[config.mk]
export PLATFORM = sky130hd
export DESIGN_NAME = frame_bin_accumulator_flat
export DESIGN_NICKNAME = d
export VERILOG_FILES = /design/src/rtl/frame_bin_accumulator_pkg.sv /design/src/rtl/frame_bin_accumulator_if.sv /design/src/rtl/frame_bin_accumulator_acc_sat_add.sv /design/src/rtl/frame_bin_accumulator.sv /design/src/flat_wrapper.sv
export SDC_FILE = /design/constraint.sdc
export NUM_CORES = 1
export LEC_CHECK = 0
export ABC_AREA = 1
export CORE_UTILIZATION = 29
export CTS_CLUSTER_SIZE = 20
export DETAILED_ROUTE_END_ITERATION = 8
export PLACE_DENSITY = 0.43
export SLEW_MARGIN = 15
export SYNTH_ARGS = -nofsm -noshare
export SYNTH_HDL_FRONTEND = slang
export SYNTH_SLANG_ARGS = --single-unit
[constraint.sdc]
create_clock -name iCLK -period 4 [get_ports iCLK]
set_input_delay 0.6 -clock iCLK [delete_from_list [all_inputs] [get_ports iCLK]]
set_output_delay 0.6 -clock iCLK [all_outputs]
set_load 0.005 [all_outputs]
[src/rtl/frame_bin_accumulator_pkg.sv]
// Shared constants and helpers for the frame/bin accumulator.
package frame_bin_accumulator_pkg;

  // Saturation mode selectors for the SAT parameter
  localparam int SAT_WRAP  = 0;
  localparam int SAT_CLAMP = 1;

  // Default geometry, kept for blocks that size buffers off this unit
  localparam int NBIN_DEF   = 16;
  localparam int NFRAME_DEF = 9;

  // Ceil(log2(n)), never below 1 so a counter always has at least one bit
  function automatic int fba_clog2(input int n);
    int w;
    w = 1;
    while ((1 << w) < n) w++;
    return w;
  endfunction

  localparam int BIN_W_DEF = fba_clog2(NBIN_DEF);
  localparam int FRM_W_DEF = fba_clog2(NFRAME_DEF);

endpackage

[src/rtl/frame_bin_accumulator_if.sv]
// Sample stream in, per-bin totals out. Master drives samples, slave is the accumulator.
interface frame_bin_accumulator_if
  import frame_bin_accumulator_pkg::*;
#(
  parameter int IL   = 10,
  parameter int OL   = 14,
  parameter int NBIN = NBIN_DEF
);
  localparam int BW = fba_clog2(NBIN);

  logic          iCLR;
  logic          iEN;
  logic [IL-1:0] iDATA;
  logic          oEN;
  logic [OL-1:0] oDATA;
  logic [BW-1:0] oBIN;
  logic          oLAST;
  logic          oBUSY;
  logic          oOVF;

  modport master (
    output iCLR, iEN, iDATA,
    input  oEN, oDATA, oBIN, oLAST, oBUSY, oOVF
  );

  modport slave (
    input  iCLR, iEN, iDATA,
    output oEN, oDATA, oBIN, oLAST, oBUSY, oOVF
  );
endinterface

[src/rtl/frame_bin_accumulator_acc_sat_add.sv]
// Combinational add of one sample into a bin total, with clamp-or-wrap on carry.
module acc_sat_add #(
  parameter int IL = 10,
  parameter int OL = 14
) (
  input  logic [OL-1:0] a,
  input  logic [IL-1:0] b,
  input  logic          load,
  input  logic          sat,
  output logic [OL-1:0] sum,
  output logic          ovf
);
  logic [OL:0] full;

  // Load ignores the stored total so the first frame of a set starts clean
  always_comb begin
    full = {1'b0, (load ? '0 : a)} + (OL+1)'(b);
    ovf  = full[OL];
    sum  = (ovf && sat) ? '1 : full[OL-1:0];
  end
endmodule

[src/rtl/frame_bin_accumulator.sv]
// Sums each of NBIN bins over NFRAME frames and streams the totals on the last frame.
module frame_bin_accumulator
  import frame_bin_accumulator_pkg::*;
#(
  parameter int IL     = 10,
  parameter int OL     = 14,
  parameter int NBIN   = NBIN_DEF,
  parameter int NFRAME = NFRAME_DEF,
  parameter int SAT    = SAT_CLAMP
) (
  input logic                   iCLK,
  input logic                   iRST,
  frame_bin_accumulator_if.slave bus
);
  localparam int BW = fba_clog2(NBIN);
  localparam int FW = fba_clog2(NFRAME);

  logic [BW-1:0] binCnt, binCur;
  logic [FW-1:0] frmCnt, frmCur;
  logic          binLast, frmLast, frmFirst;
  logic [OL-1:0] mem [NBIN];
  logic [OL-1:0] sum;
  logic          sumOvf;
  logic          enQ, lastQ, ovfQ;
  logic [OL-1:0] dataQ;
  logic [BW-1:0] binQ;

  // A clear in the same cycle as a sample makes that sample bin 0 of frame 0
  assign binCur   = bus.iCLR ? '0 : binCnt;
  assign frmCur   = bus.iCLR ? '0 : frmCnt;
  assign binLast  = (binCur == BW'(NBIN - 1));
  assign frmLast  = (frmCur == FW'(NFRAME - 1));
  assign frmFirst = (frmCur == '0);

  acc_sat_add #(.IL(IL), .OL(OL)) u_add (
    .a    (mem[binCur]),
    .b    (bus.iDATA),
    .load (frmFirst),
    .sat  (SAT == SAT_CLAMP),
    .sum  (sum),
    .ovf  (sumOvf)
  );

  // Bin bank is not reset: frame 0 always overwrites before anything is read out
  always_ff @(posedge iCLK) begin
    if (bus.iEN) mem[binCur] <= sum;
  end

  // Counters, sticky overflow and the one-cycle output strobe
  always_ff @(posedge iCLK or posedge iRST) begin
    if (iRST) begin
      binCnt <= '0;
      frmCnt <= '0;
      ovfQ   <= 1'b0;
      enQ    <= 1'b0;
      dataQ  <= '0;
      binQ   <= '0;
      lastQ  <= 1'b0;
    end else begin
      enQ <= 1'b0;
      if (bus.iCLR) begin
        binCnt <= '0;
        frmCnt <= '0;
        ovfQ   <= 1'b0;
      end
      if (bus.iEN) begin
        binCnt <= binLast ? '0 : binCur + BW'(1);
        if (binLast) frmCnt <= frmLast ? '0 : frmCur + FW'(1);
        else         frmCnt <= frmCur;
        // Overflow of the accepted sample wins over a simultaneous clear
        if (sumOvf) ovfQ <= 1'b1;
        if (frmLast) begin
          enQ   <= 1'b1;
          dataQ <= sum;
          binQ  <= binCur;
          lastQ <= binLast;
        end
      end
    end
  end

  assign bus.oEN   = enQ;
  assign bus.oDATA = dataQ;
  assign bus.oBIN  = binQ;
  assign bus.oLAST = lastQ;
  assign bus.oOVF  = ovfQ;
  assign bus.oBUSY = (binCnt != '0) || (frmCnt != '0);
endmodule

[src/flat_wrapper.sv]
// flat-port wrapper written by rule: the top's interface ports become plain ports
module frame_bin_accumulator_flat import frame_bin_accumulator_pkg::*;
#(
  parameter int IL     = 10,
  parameter int OL     = 14,
  parameter int NBIN   = NBIN_DEF,
  parameter int NFRAME = NFRAME_DEF,
  parameter int SAT    = SAT_CLAMP
)
  (iCLK, iRST, bus_iCLR, bus_iEN, bus_iDATA, bus_oEN, bus_oDATA, bus_oBIN, bus_oLAST, bus_oBUSY, bus_oOVF);
  frame_bin_accumulator_if #(.IL(IL), .OL(OL), .NBIN(NBIN)) bus_i ();
  input logic iCLK;
  input logic iRST;
  input wire logic [$bits(bus_i.iCLR)-1:0] bus_iCLR;
  input wire logic [$bits(bus_i.iEN)-1:0] bus_iEN;
  input wire logic [$bits(bus_i.iDATA)-1:0] bus_iDATA;
  output wire logic [$bits(bus_i.oEN)-1:0] bus_oEN;
  output wire logic [$bits(bus_i.oDATA)-1:0] bus_oDATA;
  output wire logic [$bits(bus_i.oBIN)-1:0] bus_oBIN;
  output wire logic [$bits(bus_i.oLAST)-1:0] bus_oLAST;
  output wire logic [$bits(bus_i.oBUSY)-1:0] bus_oBUSY;
  output wire logic [$bits(bus_i.oOVF)-1:0] bus_oOVF;
  assign bus_i.iCLR = bus_iCLR;
  assign bus_i.iEN = bus_iEN;
  assign bus_i.iDATA = bus_iDATA;
  assign bus_oEN = bus_i.oEN;
  assign bus_oDATA = bus_i.oDATA;
  assign bus_oBIN = bus_i.oBIN;
  assign bus_oLAST = bus_i.oLAST;
  assign bus_oBUSY = bus_i.oBUSY;
  assign bus_oOVF = bus_i.oOVF;
  frame_bin_accumulator #(.IL(IL), .OL(OL), .NBIN(NBIN), .NFRAME(NFRAME), .SAT(SAT)) u_core (.iCLK(iCLK), .iRST(iRST), .bus(bus_i));
endmodule
Word level (Yosys, flattened, before mapping)
Memories as Yosys holds them, arrays and structs flattened.
Cells that the tools add are included.
Operators by class
  add/subtract/negate cells: 3
  eq/ne operators: 2
  muxes and demuxes: 16
  reduce and logical (&&, ||, !) cells: 5
Operators by type and width (number)
  two-way mux 14 bit: 2
  two-way mux 4 bit: 7
  adder 14 x 10 -> 15 bit: 1
  adder 4 x 1 -> 4 bit (second input constant): 2
  == test 4 bit (second input constant): 2
  nonzero test 4 bit: 2
  two-way mux 1 bit: 7
  logical NOT 4 bit: 1
  AND reduction 2 bit: 1
  logical OR 1 bit: 1
Word-level totals
  flip-flop bits (word level): 29
  RAM bits: 224
  output and inout port bits: 22
  memories: 1
Memories
  u_core.mem: depth 16, width 14, read ports 1, clocked after Yosys merged registers in 0, write ports 1, line frame_bin_accumulator.sv:21  | logic [OL-1:0] mem [NBIN];

Longest topological paths before layout
Gate-level depths: netlist of the first run.
  word-level depth: 6
  mapped depth: 24
  mapped depth without buffers: 20

Cells and area by module
A second synthesis of the first run with hierarchy kept.
Second synthesis, totals
  cell total of the unflattened synthesis: 1342
  area, all modules: 12145.4 um2
Modules (own cells, without submodules)
  frame_bin_accumulator: instances 1, cells an instance 1152, area each 11223.3 um2, sequential area each 7452.1 um2
  acc_sat_add: instances 1, cells an instance 190, area each 922.1 um2, sequential area each 0.0 um2

Worst setup path after synthesis of the first run
Ideal clock, no wire load.
  kind: input-to-reg
  from: input port bus_iCLR
  to: memory u_core.mem[0][10], data pin
  arrival time: 3.358 ns
  slack: 0.344 ns
  stages: 14
  path buffers: 1
  path through: nor2_1 > inv_1 > nor2_1 > clkbuf_1 > o221ai_1 > o211ai_1 > nor2_1 > ha_1 > fa_1 > inv_1 > nor3_1 > nor2_1 > nor3_4 > a21oi_1
On the way
  cells in the longest elaborated chain, start to end: 5
  elaborated cells on any way between the ends: 7
  classes of those cells: add/sub (1); mux (4); reduce/logical (1); memory (1)
Ends and longest elaborated chain
  start: declaration: line flat_wrapper.sv:14  | input wire logic [$bits(bus_i.iCLR)-1:0] bus_iCLR;
  two-way mux 4 bit, on equally long branches
  memory read (16 x 14 bit) / logical NOT 4 bit (equally long branches)
  two-way mux 14 bit *: line frame_bin_accumulator_acc_sat_add.sv:17  | full = {1'b0, (load ? '0 : a)} + (OL+1)'(b);
  adder 14 x 10 -> 15 bit *: line frame_bin_accumulator_acc_sat_add.sv:17
  two-way mux 14 bit *: line frame_bin_accumulator_acc_sat_add.sv:19  | sum = (ovf && sat) ? '1 : full[OL-1:0];
  via u_core.sum[10]: line frame_bin_accumulator.sv:22  | logic [OL-1:0] sum;
  end: declaration: line frame_bin_accumulator.sv:21
Mark *: on every way through the listed nets, which the timed path passes. The rest lies on a longest branch.

Final worst setup path of the first run
  from: register u_core.binCnt[2]
  to: memory u_core.mem[5][13], data pin
On the way
  cells in the longest elaborated chain, start to end: 5
Ends and longest elaborated chain
  start: declaration: line frame_bin_accumulator.sv:18  | logic [BW-1:0] binCnt, binCur;
  start signal: assignment: line frame_bin_accumulator.sv:67  | binCnt <= binLast ? '0 : binCur + BW'(1);
  two-way mux 4 bit
  memory read (16 x 14 bit)
  two-way mux 14 bit: line frame_bin_accumulator_acc_sat_add.sv:17
  adder 14 x 10 -> 15 bit: line frame_bin_accumulator_acc_sat_add.sv:17
  two-way mux 14 bit: line frame_bin_accumulator_acc_sat_add.sv:19
  via u_core.sum[13]: line frame_bin_accumulator.sv:22
The timed path passes the listed nets, and every way through them passes these cells.

==> results.cfg, run 1 <==
[outcome]
status = finished, final reports clean

[hold_path]
hold_class = input port to asynchronous set/reset pin

[cts]
clkSinkCount = 253
clk_latency_ns = 0.57
cts_made_buffers = 29
clockBufferDepth = 3
cts_hold_buffers = 0
cts_tree = done
cts.reportedPaths.clkPinSlew_ns = 0.07
root_buffer = clkbuf_16
cts.htree.levels = 1

[yosys]
synth_most_common_cell = nand2_1
synth.area.top_cells = edfxtp_1 (62%), nand2_1 (9.6%), dfrtp_1 (6.7%), nand3_1 (2.6%), a32oi_1 (2.3%)
netlist.area_leader.share_pct = 62.1
yosysTopAreaCell = edfxtp_1
syn_nets = 971
syn_inst = 940
ys.flop_type = edfxtp_1
netlist_top_cells_count = nand2_1 (278), edfxtp_1 (224), nor2_1 (63), nand3_1 (57), inv_1 (50)
synth_edf_count = 224
synth.distinct_cells = 43
netlist_area_mm2 = 0.0108
synth-seq-cells = 253
synthArstFlopShare_pct = 11.5
yosys_warnings = 0
synth_seq_area_share_pct = 68.8
syn_avg_cell_area_um2 = 11.5

[critical_path]
crit_path_start_kind = flop
arrival_ns = 3.81
r2r_cells = 20
reg2reg_to = u_core.mem[5][13]
required_ns = 4.21
critPathKind = flop to flop
crit_end = u_core.mem[5][13]
path_max_fanout = 16
r2r_start = u_core.binCnt[2]
rrSetupSlack_ns = 0.40
endpoint_kind = flop
cp-startpoint = u_core.binCnt[2]

[die]
placementRows = 70
start_util_pct = 29.5
ios = 36
core_mm2 = 0.0367
die-area_mm2 = 0.0382
die_w_um = 195
fp.dieH_um = 195

[global_routing]
antenna_found_initial = 0
track_usage_pct = 17.2
grt_max_degree = 39
grt_overflow = 0
grt_pass1_wl_mm = 48.9
grt_pass1_vias = 7678

[drt]
dr.first_iter.drc_count = 608
via_per_inst = 4.86
firstDrtPassIters = 5
drc = 0
dr_total_vias = 7689
routed_wl_mm = 32.2
drtAntennaViolNets = 0
wl_per_cell_um = 20.4

[run]
cap_violations = 0

[layout]
drive_gt1_share_pct = 19.1
n_antenna_cell = 0
fill_cells = 3551
fin_util_pct = 37.7
nNetsFinal = 1125
seqCellArea_mm2 = 0.00745
area_growth_pct = 27.6
multiInputGateArea_mm2 = 0.00299

[timing]
max_slew_margin_pct = 54.5
rsz0062_at_grt = false
finalHoldViolCount = 0
worstMarginPinSlew_ns = 0.679
setup_viol = 0
final_max_slew_viol_count = 0
fin_crit_ns = 3.60
period_share_pct = 90.1
fmax_mhz = 278
fin_skew_ns = 0.0319

[placed_design]
port_buffers = 35
detailed_place_hpwl_mm = 21.7
routabilityCongestion = 0.860

[power]
peakVddDrop_uv = 385
power_w = 0.00600
cellPowerDensity_mw_per_mm2 = 433
power_leakage_nw = 5.42
-- cell usage in the layout, fill, tap and decap left out, types with 8 or more instances in the layout --
cell type        Yosys  layout
nand2_1            278     278
edfxtp_1           224     224
buf_4                3     108
nand3_1             57      57
nor2_1              63      56
inv_1               50      48
a21oi_1             39      39
clkdlybuf4s50_1      0      34
clkbuf_16            0      29
a32oi_1             28      28
dfrtp_1             29      28
buf_12               0      27
o21ai_0             20      20
ha_1                16      16
o22ai_1             10      10
a22oi_1              9       9
o221ai_1             9       9
o211ai_1             9       9
clkinv_2             0       9
clkinv_1             1       8
nor2_2               1       8
-- kinds of logic after synthesis --
group           count (synthesis)  synth area share [%]
simple gates                  428                  16.5
flops                         253                  68.8
compound gates                134                  8.22
buf+inv                       101                  3.95
fa+ha+maj                      17                  2.03
xor+xnor                        7                 0.566
-- per-layer routing --
layer / up-vias / track usage, % / wire [um]
met4: 0 / 3.50 / 538
met5: - / 0 / 0
met3: 38 / 2.59 / 1460
met2: 162 / 27.8 / 15100
met1: 3858 / 24.5 / 15200
li1: 3631 / - / -
-- state kept, by name (all words and copies together), names as in the netlist --
name / count
u_core.bus.oEN: 1
u_core.frmCnt: 4
u_core.binCnt: 4
u_core.bus.oDATA: 14
u_core.bus.oBIN: 4
u_core.bus.oOVF: 1
u_core.bus.oLAST: 1
u_core.mem: 224
-- power by group --
group | total (W) | leakage (nW) | switching (W) | internal [W]
registers | 0.00293 | 2.43 | 0.0000204 | 0.00291
logic | 0.000549 | 2.55 | 0.000335 | 0.000215
clock network | 0.00252 | 0.439 | 0.00107 | 0.00144
total | 0.00600 | 5.42 | 0.00143 | 0.00457
-- final cells by class --
type                            count  area share, %
Sequential cell                   253           53.9
Timing Repair Buffer              170           12.3
Inverter                           54           1.52
Clock buffer                       31           5.30
Multi-Input combinational cell    586           21.6
Clock inverter                     21           1.12
Tap cell                          468           4.23
-- metrics by stage --
step / setup TNS [ns] / cells / setup WS [ns] / hold slack [ns] / instance area, um^2
after floorplan: 0 / 940 / 0.344 / 0.473 / 10800
after global placement: -94.90 / 1530 / -0.496 / 0.474 / 12900
after detailed placement: -105.80 / 1530 / -0.539 / 0.470 / 12900
after CTS: 0 / 1582 / 0.0306 / 0.277 / 13800
after global routing: 0 / 1583 / 0.0352 / 0.296 / 13800
final: 0 / 1583 / 0.398 / 0.293 / 13800
-- critical path, cell delays in order (launching register included) --
cell and delay [ns]:
dfrtp_1 0.42, inv_1 0.09, nor2_2 0.16, inv_1 0.08, nor2_1 0.21, inv_1 0.14
buf_4 0.21, o22ai_1 0.18, nor2_1 0.08, ha_1 0.31, buf_4 0.15, a21oi_1 0.15
o21ai_0 0.13, nand2_1 0.08, nand3_1 0.13, nand4_1 0.15, nand2_1 0.10, nand2_1 0.07
nand2_1 0.06, nand2_1 0.10, clkinvlp_4 0.25
-- timing repair --
item	in CTS	in global routing
setup buffers	0	1
resized for setup	0	6
hold endpoints to repair	0	0
endpoints found under the setup margin	0	237
-- how the worst min path moves through the flow --
stage | endpoint | slack (ns)
3_5_place_dp | u_core.bus.oDATA[10] | 0.47
5_1_grt | u_core.bus.oOVF | 0.30
3_3_place_gp | u_core.bus.oDATA[7] | 0.47
4_1_cts | u_core.bus.oOVF | 0.28
6_report | u_core.bus.oOVF | 0.29
2_1_floorplan | u_core.bus.oDATA[13] | 0.47
No activity file was read; power rests on OpenSTA's default activity.
==> inputs of run 2 (changes only) <==
PLACE_DENSITY = 0.44   (was 0.43)
clock period = 3.3 ns   (was 4 ns; I/O delays follow)
==> run 2 against run 1 <==
The flow now finishes with violations (setup timing). Clock power is 12% higher. First-iteration DRC count is 13% lower. Maximum frequency is 5.5% higher. Critical path type unchanged. Largest cell class unchanged.
==> results.cfg, run 2 (synthesis gave the netlist of run 1 again) <==
[timing]
fmax_mhz = 293
worstMarginPinSlew_ns = 0.414
max_slew_margin_pct = 72.3
period_share_pct = 103
setup_viol = 218
rsz0062_at_grt = true
setup_ws_ns = -0.114
finalHoldViolCount = 0
fin_crit_ns = 3.41
final_max_slew_viol_count = 0
fin_skew_ns = 0.0143

[power]
cellPowerDensity_mw_per_mm2 = 488
peakVddDrop_uv = 419
power_w = 0.00719
power_leakage_nw = 5.76

[cts]
clkSinkCount = 253
clk_latency_ns = 0.55
cts.htree.levels = 1
cts_made_buffers = 28
root_buffer = clkbuf_16
clockBufferDepth = 3
cts_hold_buffers = 0
cts.reportedPaths.clkPinSlew_ns = 0.06
cts_tree = done

[drt]
dr_total_vias = 7837
routed_wl_mm = 34.0
dr.first_iter.drc_count = 532
firstDrtPassIters = 5
drc = 0
via_per_inst = 4.78
drtAntennaViolNets = 0
wl_per_cell_um = 20.7

[layout]
multiInputGateArea_mm2 = 0.00339
final_common_cell = nand2_1
largest-register = u_core.mem
nNetsFinal = 1183
n_antenna_cell = 0
final_cell_mix = nand2_1 (271), edfxtp_1 (224), buf_4 (148)
fill_cells = 3485
largest_reg_flops = 224
area_growth_pct = 35.9
fin_area_mm2 = 0.0147
drive_gt1_share_pct = 27.7
seqCellArea_mm2 = 0.00745

[run]
cap_violations = 0

[hold_path]
hold_class = input port to asynchronous set/reset pin

[global_routing]
grt_pass1_wl_mm = 48.8
grt_pass1_vias = 7736
antenna_found_initial = 0
grt_max_degree = 35
track_usage_pct = 17.3
grt_overflow = 0

[critical_path]
endpoint_kind = flop
arrival_ns = 3.66
crit_path_start_kind = flop
required_ns = 3.54
rrSetupSlack_ns = -0.11
critPathKind = flop to flop
path_max_fanout = 8

[die]
die-area_mm2 = 0.0382
ios = 36
fp.dieH_um = 195
placementRows = 70
die_w_um = 195
core_mm2 = 0.0367
start_util_pct = 29.5

[placed_design]
port_buffers = 35
detailed_place_hpwl_mm = 22.1
place_area_mm2 = 0.0132
routabilityCongestion = 0.814
place_ws_ns = -1.06

[outcome]
violations = setup timing
status = complete, but fails checks
## run 2: final cells by class
| type | count | share of cell area (%) |
|---|---|---|
| Sequential cell | 253 | 50.6 |
| Multi-Input combinational cell | 588 | 23.0 |
| Timing Repair inverter | 3 | 0.161 |
| Inverter | 54 | 1.53 |
| Tap cell | 468 | 3.98 |
| Clock buffer | 34 | 5.05 |
| Clock inverter | 15 | 0.484 |
| Timing Repair Buffer | 224 | 15.2 |
## run 2: stage by stage
stage,hold slack [ns],cells,TNS (ns),util (%)
after floorplan,0.473,940,-2.70,-
after global placement,0.463,1569,-231.95,36.0
after detailed placement,0.469,1569,-233.02,36.0
after CTS,0.330,1624,-0.701,38.8
after global routing,0.392,1639,-36.96,40.1
final,0.338,1639,-7.94,40.1
## run 2: worst max-delay path: stages (launching register included)
cell,delay (ns)
dfrtp_2,0.47
nand2_8,0.17
clkinv_8,0.09
buf_4,0.18
o21ai_0,0.21
o221ai_1,0.14
o211ai_1,0.16
nor2_1,0.09
ha_2,0.39
nand3_2,0.12
nor3_4,0.22
nor2_4,0.07
nor3_4,0.24
buf_6,0.15
nand3_4,0.08
nand2_4,0.11
clkinvlp_4,0.18
## run 2: repair_timing
item                                    CTS  global route
gates resized for setup                  44            67
hold endpoints to repair                  0             0
pin swaps                                13            25
endpoints found under the setup margin  239           239
buffers inserted                          4             6
cloned                                    2             9
## run 2: worst paths after layout
kind	from	cells past startpoint	end
setup / recovery	u_core.binCnt[0]	16	u_core.mem[1][12]
hold / removal	iRST	3	u_core.bus.oBIN[3]
setup reg to reg	u_core.binCnt[0]	16	u_core.mem[1][12]
hold reg to reg	u_core.bus.oDATA[9]	2	u_core.bus.oDATA[9]
max in group asynchronous	iRST	3	u_core.binCnt[1]
min in group iCLK	bus_iCLR	4	u_core.frmCnt[1]
## run 2: routing by layer
layer	global-route usage, %	part of all wire, %
met4	4.67	2.5
met2	28.8	49
met1	23.8	45
met3	1.97	3.4
met5	0	0
## run 2: power by group
group          leakage (nW)  switching, W  internal [W]  total, W
clock network         0.398       0.00123       0.00159   0.00281
registers              2.43     0.0000251       0.00353   0.00355
logic                  2.93      0.000478      0.000343  0.000821
total                  5.76       0.00173       0.00546   0.00719
==> inputs of run 3 (changes only) <==
PLACE_DENSITY = 0.47   (was 0.44)
==> run 3 against run 2 <==
The flow still finishes with violations (setup timing). Power up 2.3%. Highest routed layer unchanged. Critical path depth up 3. Count of clock-buffer cells in the layout up 7. Register-to-register slack about the same. Maximum frequency up 0.36%. Worst hold slack better by 0.016 ns. Critical path type unchanged.
==> results.cfg, run 3 (synthesis gave the netlist of run 1 again) <==
[power]
intPower_w = 0.00562
clkPwrFrac_pct = 40.2
p_seq_share_pct = 48.3
sw_frac_of_total_pct = 23.5
peakVddDrop_uv = 418
cellPowerDensity_mw_per_mm2 = 500
power_w = 0.00735
power_frac_comb_pct = 11.5
p_sw_w = 0.00173
power_leakage_nw = 5.79

[layout]
nNetsFinal = 1177
drive_gt1_share_pct = 26.0
layout.cells.non_filler = 1635
area_growth_pct = 35.6
fin_area_mm2 = 0.0147
largest-register = u_core.mem
largest_reg_flops = 224
fill_cells = 3489
final_cell_mix = nand2_1 (261), edfxtp_1 (224), buf_4 (136)
final_common_cell = nand2_1

[drt]
via_per_inst = 4.87
wl_met2_mm = 16.5
drc = 0
dr_total_vias = 7959
highest_layer = met4
dr.first_iter.drc_count = 632
drtAntennaViolNets = 0
firstDrtPassIters = 5
routed_wl_mm = 34.9
wl_met1_mm = 15.9
route.met3.wl_mm = 1.69
wl_per_cell_um = 21.4

[global_routing]
track_usage_pct = 17.5
grt_max_degree = 32
antenna_found_initial = 1
grt_overflow = 0
grt_pass1_vias = 7772
grt_pass1_wl_mm = 49.5

[cts]
clk_latency_ns = 0.54
cts_made_buffers = 27
clkSinkCount = 253
cts_tree = done
root_buffer = clkbuf_16
cts.reportedPaths.clkPinSlew_ns = 0.06
cts_hold_buffers = 0
clockBufferDepth = 3
cts.htree.levels = 1

[die]
die-area_mm2 = 0.0382
ios = 36
core_mm2 = 0.0367
placementRows = 70
die_w_um = 195
start_util_pct = 29.5
fp.dieH_um = 195

[placed_design]
port_buffers = 35
placed_cells = 1550
routabilityCongestion = 0.832
detailed_place_hpwl_mm = 21.9
place_area_mm2 = 0.0130

[timing]
finalHoldViolCount = 0
setup_ws_ns = -0.102
fin_skew_ns = 0.00989
setup_viol = 217
rsz0062_at_grt = true
max_slew_margin_pct = 66.8
holdWs_ns = 0.354
fin_crit_ns = 3.40
period_share_pct = 103
fmax_mhz = 294
final_max_slew_viol_count = 0
worstMarginPinSlew_ns = 0.496

[critical_path]
crit_path_start_kind = flop
r2r_cells = 19
required_ns = 3.70
rrSetupSlack_ns = -0.10
r2r_start = u_core.binCnt[0]
endpoint_kind = flop
reg2reg_to = u_core.mem[1][0]
path_max_fanout = 8
critPathKind = flop to flop
arrival_ns = 3.80

[hold_path]
hold_class = input port to asynchronous set/reset pin

[outcome]
violations = setup timing
status = complete, but fails checks

[run]
cap_violations = 0
run 3: final cells by class:
type,instances,area (um^2),share of cell area (%)
clock inverter,8,96.3,0.656
tap,468,586,3.98
multi-input combinational,589,3300,22.5
timing repair buffer,219,2270,15.4
antenna,1,2.50,0.0170
timing repair inverter,2,15.0,0.102
sequential,253,7450,50.7
clock buffer,41,758,5.16
inverter,54,213,1.45
run 3: how the worst max path moves through the flow:
| stage | start | endpoint | slack (ns) | cells past startpoint |
|---|---|---|---|---|
| floorplan | bus_iCLR | u_core.mem[0][2] | -0.06 | 19 |
| global placement | bus_iCLR | u_core.mem[10][7] | -1.08 | 20 |
| detailed placement | bus_iCLR | u_core.mem[4][7] | -1.13 | 19 |
| CTS | u_core.binCnt[0] | u_core.mem[9][13] | -0.06 | 20 |
| global route | u_core.binCnt[0] | u_core.bus.oDATA[8] | -0.26 | 22 |
| finish | u_core.binCnt[0] | u_core.mem[1][0] | -0.10 | 19 |
run 3: power by group through the flow:
| stage | registers (W) | clock network [W] | logic, W |
|---|---|---|---|
| after floorplan | 0.00361 | 0 | 0.000353 |
| after global placement | 0.00362 | 0 | 0.000726 |
| after detailed placement | 0.00362 | 0 | 0.000726 |
| after CTS | 0.00355 | 0.00302 | 0.000777 |
| after global routing | 0.00355 | 0.00313 | 0.000906 |
| final | 0.00355 | 0.00295 | 0.000843 |
run 3: worst max-delay path: stages, from the launching register on:
cell and delay (ns):
dfrtp_2 0.44, nand2_4 0.13, inv_4 0.05, buf_12 0.14, buf_6 0.12, nand2_2 0.05, a32oi_2 0.11, o211ai_1 0.33
nor2_1 0.10, ha_1 0.35, nand2_2 0.09, nor2_4 0.12, inv_2 0.05, nor3_4 0.24, nor2_4 0.05, nor3_4 0.25
nand3_4 0.16, clkbuf_16 0.20, nand2_4 0.11, clkbuf_16 0.16
run 3: per-layer routing:
metal / vias to the layer above / global-route usage [%]
li1: 3757 / -
met1: 3953 / 24.4
met2: 187 / 28.8
met3: 62 / 2.16
met4: 0 / 4.46
met5: - / 0
run 3: per-stage QoR:
step           TNS (ns)  setup slack, ns  utilization, %
5_1_grt          -48.82           -0.259            40.0
3_5_place_dp    -240.13            -1.13            35.5
6_report         -12.21           -0.102            40.0
3_3_place_gp    -234.17            -1.08            35.5
2_1_floorplan     -2.70          -0.0553               -
4_1_cts           -2.17          -0.0600            38.8
run 3: what timing repair did:
action	in CTS	in global routing
pin swaps	22	40
setup buffers	9	10
endpoints found under the setup margin	239	239
gates cloned	7	10
gates resized for setup	55	42
==> edit: new RTL, config.mk and constraints of run 2 <==
`OL` is set to 14 in 4 places; all go to 28.
--- a/src/rtl/frame_bin_accumulator_if.sv
+++ b/src/rtl/frame_bin_accumulator_if.sv
@@ -4,5 +4,5 @@
 #(
   parameter int IL   = 10,
-  parameter int OL   = 14,
+  parameter int OL   = 28,
   parameter int NBIN = NBIN_DEF
 );
--- a/src/rtl/frame_bin_accumulator_acc_sat_add.sv
+++ b/src/rtl/frame_bin_accumulator_acc_sat_add.sv
@@ -2,5 +2,5 @@
 module acc_sat_add #(
   parameter int IL = 10,
-  parameter int OL = 14
+  parameter int OL = 28
 ) (
   input  logic [OL-1:0] a,
--- a/src/rtl/frame_bin_accumulator.sv
+++ b/src/rtl/frame_bin_accumulator.sv
@@ -4,5 +4,5 @@
 #(
   parameter int IL     = 10,
-  parameter int OL     = 14,
+  parameter int OL     = 28,
   parameter int NBIN   = NBIN_DEF,
   parameter int NFRAME = NFRAME_DEF,
--- a/src/flat_wrapper.sv
+++ b/src/flat_wrapper.sv
@@ -3,5 +3,5 @@
 #(
   parameter int IL     = 10,
-  parameter int OL     = 14,
+  parameter int OL     = 28,
   parameter int NBIN   = NBIN_DEF,
   parameter int NFRAME = NFRAME_DEF,
Interface: changed (resized bus_oDATA); port bits go from 36 to 50. No check against the original RTL was run, so the function may have changed too.
==> edit against run 2 <==
The run still ends with setup timing left. Worst setup slack got worse by 190 ps. Power increased by 100%. Clock skew increased by 3.2 ps. Highest routed layer unchanged. Critical endpoint is now u_core.mem[7][12]. Wire length increased by 110%. Synthesized area increased by 94%. Global-route usage increased by 1.8 points. Sequential cell count increased by 238. Final area increased by 95%. Combinational power increased by 68%. Clock power increased by 130%.
==> edit: results (changes against run 2) <==
tightest_slew_ps: 685  # +271 ps
comb_power_mw: 1.38  # +68%
io_buffers: 49  # +40%
muxShareOfSynthArea: 0  # unchanged
crit_arrival_ps: 3960  # +300 ps
avgRoutedWirePerCell_um: 22.4  # +8.0%
synth_edf_count: 448  # +100%
cts-buffers-inserted: 55  # +96%
clock_path_buffers: 3  # unchanged
skew_ps: 17.4  # +3.17 ps
largest_register_ffs: 448  # +100%
synthAdderAreaFrac: 0.0105  # -0.00983
yosysSeqAreaShare: 0.692  # +0.00458
timing.final.ws_setup_ps: -300  # -186 ps
crit_family: "buffers and inverters"
gr-usage-met1: 0.271  # +0.0335
yosysUniqueCellTypes: 45  # +4.7%
cts-resized-gates: 84  # +91%
syn-mean-instance-area_um2: 11.2  # -2.9%
violations: "setup timing"
met3_usage: 0.0236  # +0.00392
async_reset_ff_frac: 0.0876  # -0.0270
power_switching_mw: 3.39  # +96%
use_met2: 0.304  # +0.0157
fin_area_um2: 28800  # +95%
p_int_mw: 11.2  # +100%
gp_congestion: 0.853  # +4.7%
netlist_top_cells_area: "edfxtp_1 64%, nand2_1 12%, dfrtp_1 5.1%, nand3_1 4.6%, nor2_1 1.7%"
critPathSlowestCell: "dfrtp_4"
synth_compound_area_frac: 0.0507  # -0.0315
synth_common_cells: "659 x nand2_1, 448 x edfxtp_1, 192 x nand3_1"
setup_viol: 477  # +120%
syn_nets: 1905  # +96%
routed_wirelength_um: 71700  # +110%
hpwlAfterDp_um: 40900  # +86%
route.met3.wl_um: 3530  # +200%
fillers: 6827  # +96%
grt.total_usage: 0.190  # +0.0176
wl_met2_um: 33500  # +100%
dr.pass1.iters: 5  # unchanged
seq_power_mw: 6.82  # +92%
tns_ps: -107830  # -99,890 ps
fin_crit_sh: 1.09  # +0.0564
crit_path_max_incr_delay_ps: 510  # +40 ps
drt-met1-wl_um: 32800  # +110%
dp_cells: 3016  # +92%
drive_gt1_frac: 0.252  # -0.0245
leakagePower_nw: 11.3  # +96%
dpl-instance-area_um2: 25100  # +90%
synthXorXnorAreaFrac: 0.00417  # -0.00148
postCtsSetupBuffers: 22  # +18
status: "finished with violations"
clock_latency_ps: 620  # +70 ps
grt_pass1_vias: 15200  # +97%
grt_pass1_wl_um: 103000  # +110%
grt_max_degree: 113  # +220%
==> edit: worst paths after layout <==
| check | from | to | slack (ps) | cells past startpoint |
|---|---|---|---|---|
| hold reg to reg | u_core.bus.oDATA[12] | u_core.bus.oDATA[12] | 480 | 2 |
| min in group iCLK | u_core.bus.oDATA[12] | u_core.bus.oDATA[12] | 480 | 2 |
| setup reg to reg | u_core.binCnt[0] | u_core.mem[7][12] | -300 | 22 |
| hold / removal | iRST | u_core.bus.oDATA[20] | 300 | 2 |
| setup / recovery | u_core.binCnt[0] | u_core.mem[7][12] | -300 | 22 |
| max in group asynchronous | iRST | u_core.binCnt[0] | 2280 | 3 |
==> edit: final cells by class <==
type                            count  area share
Timing Repair Buffer              358       0.144
Sequential cell                   491       0.505
Clock buffer                       70      0.0512
Multi-Input combinational cell   1201       0.232
Clock inverter                     33      0.0141
Inverter                           95      0.0130
Tap cell                          950      0.0413
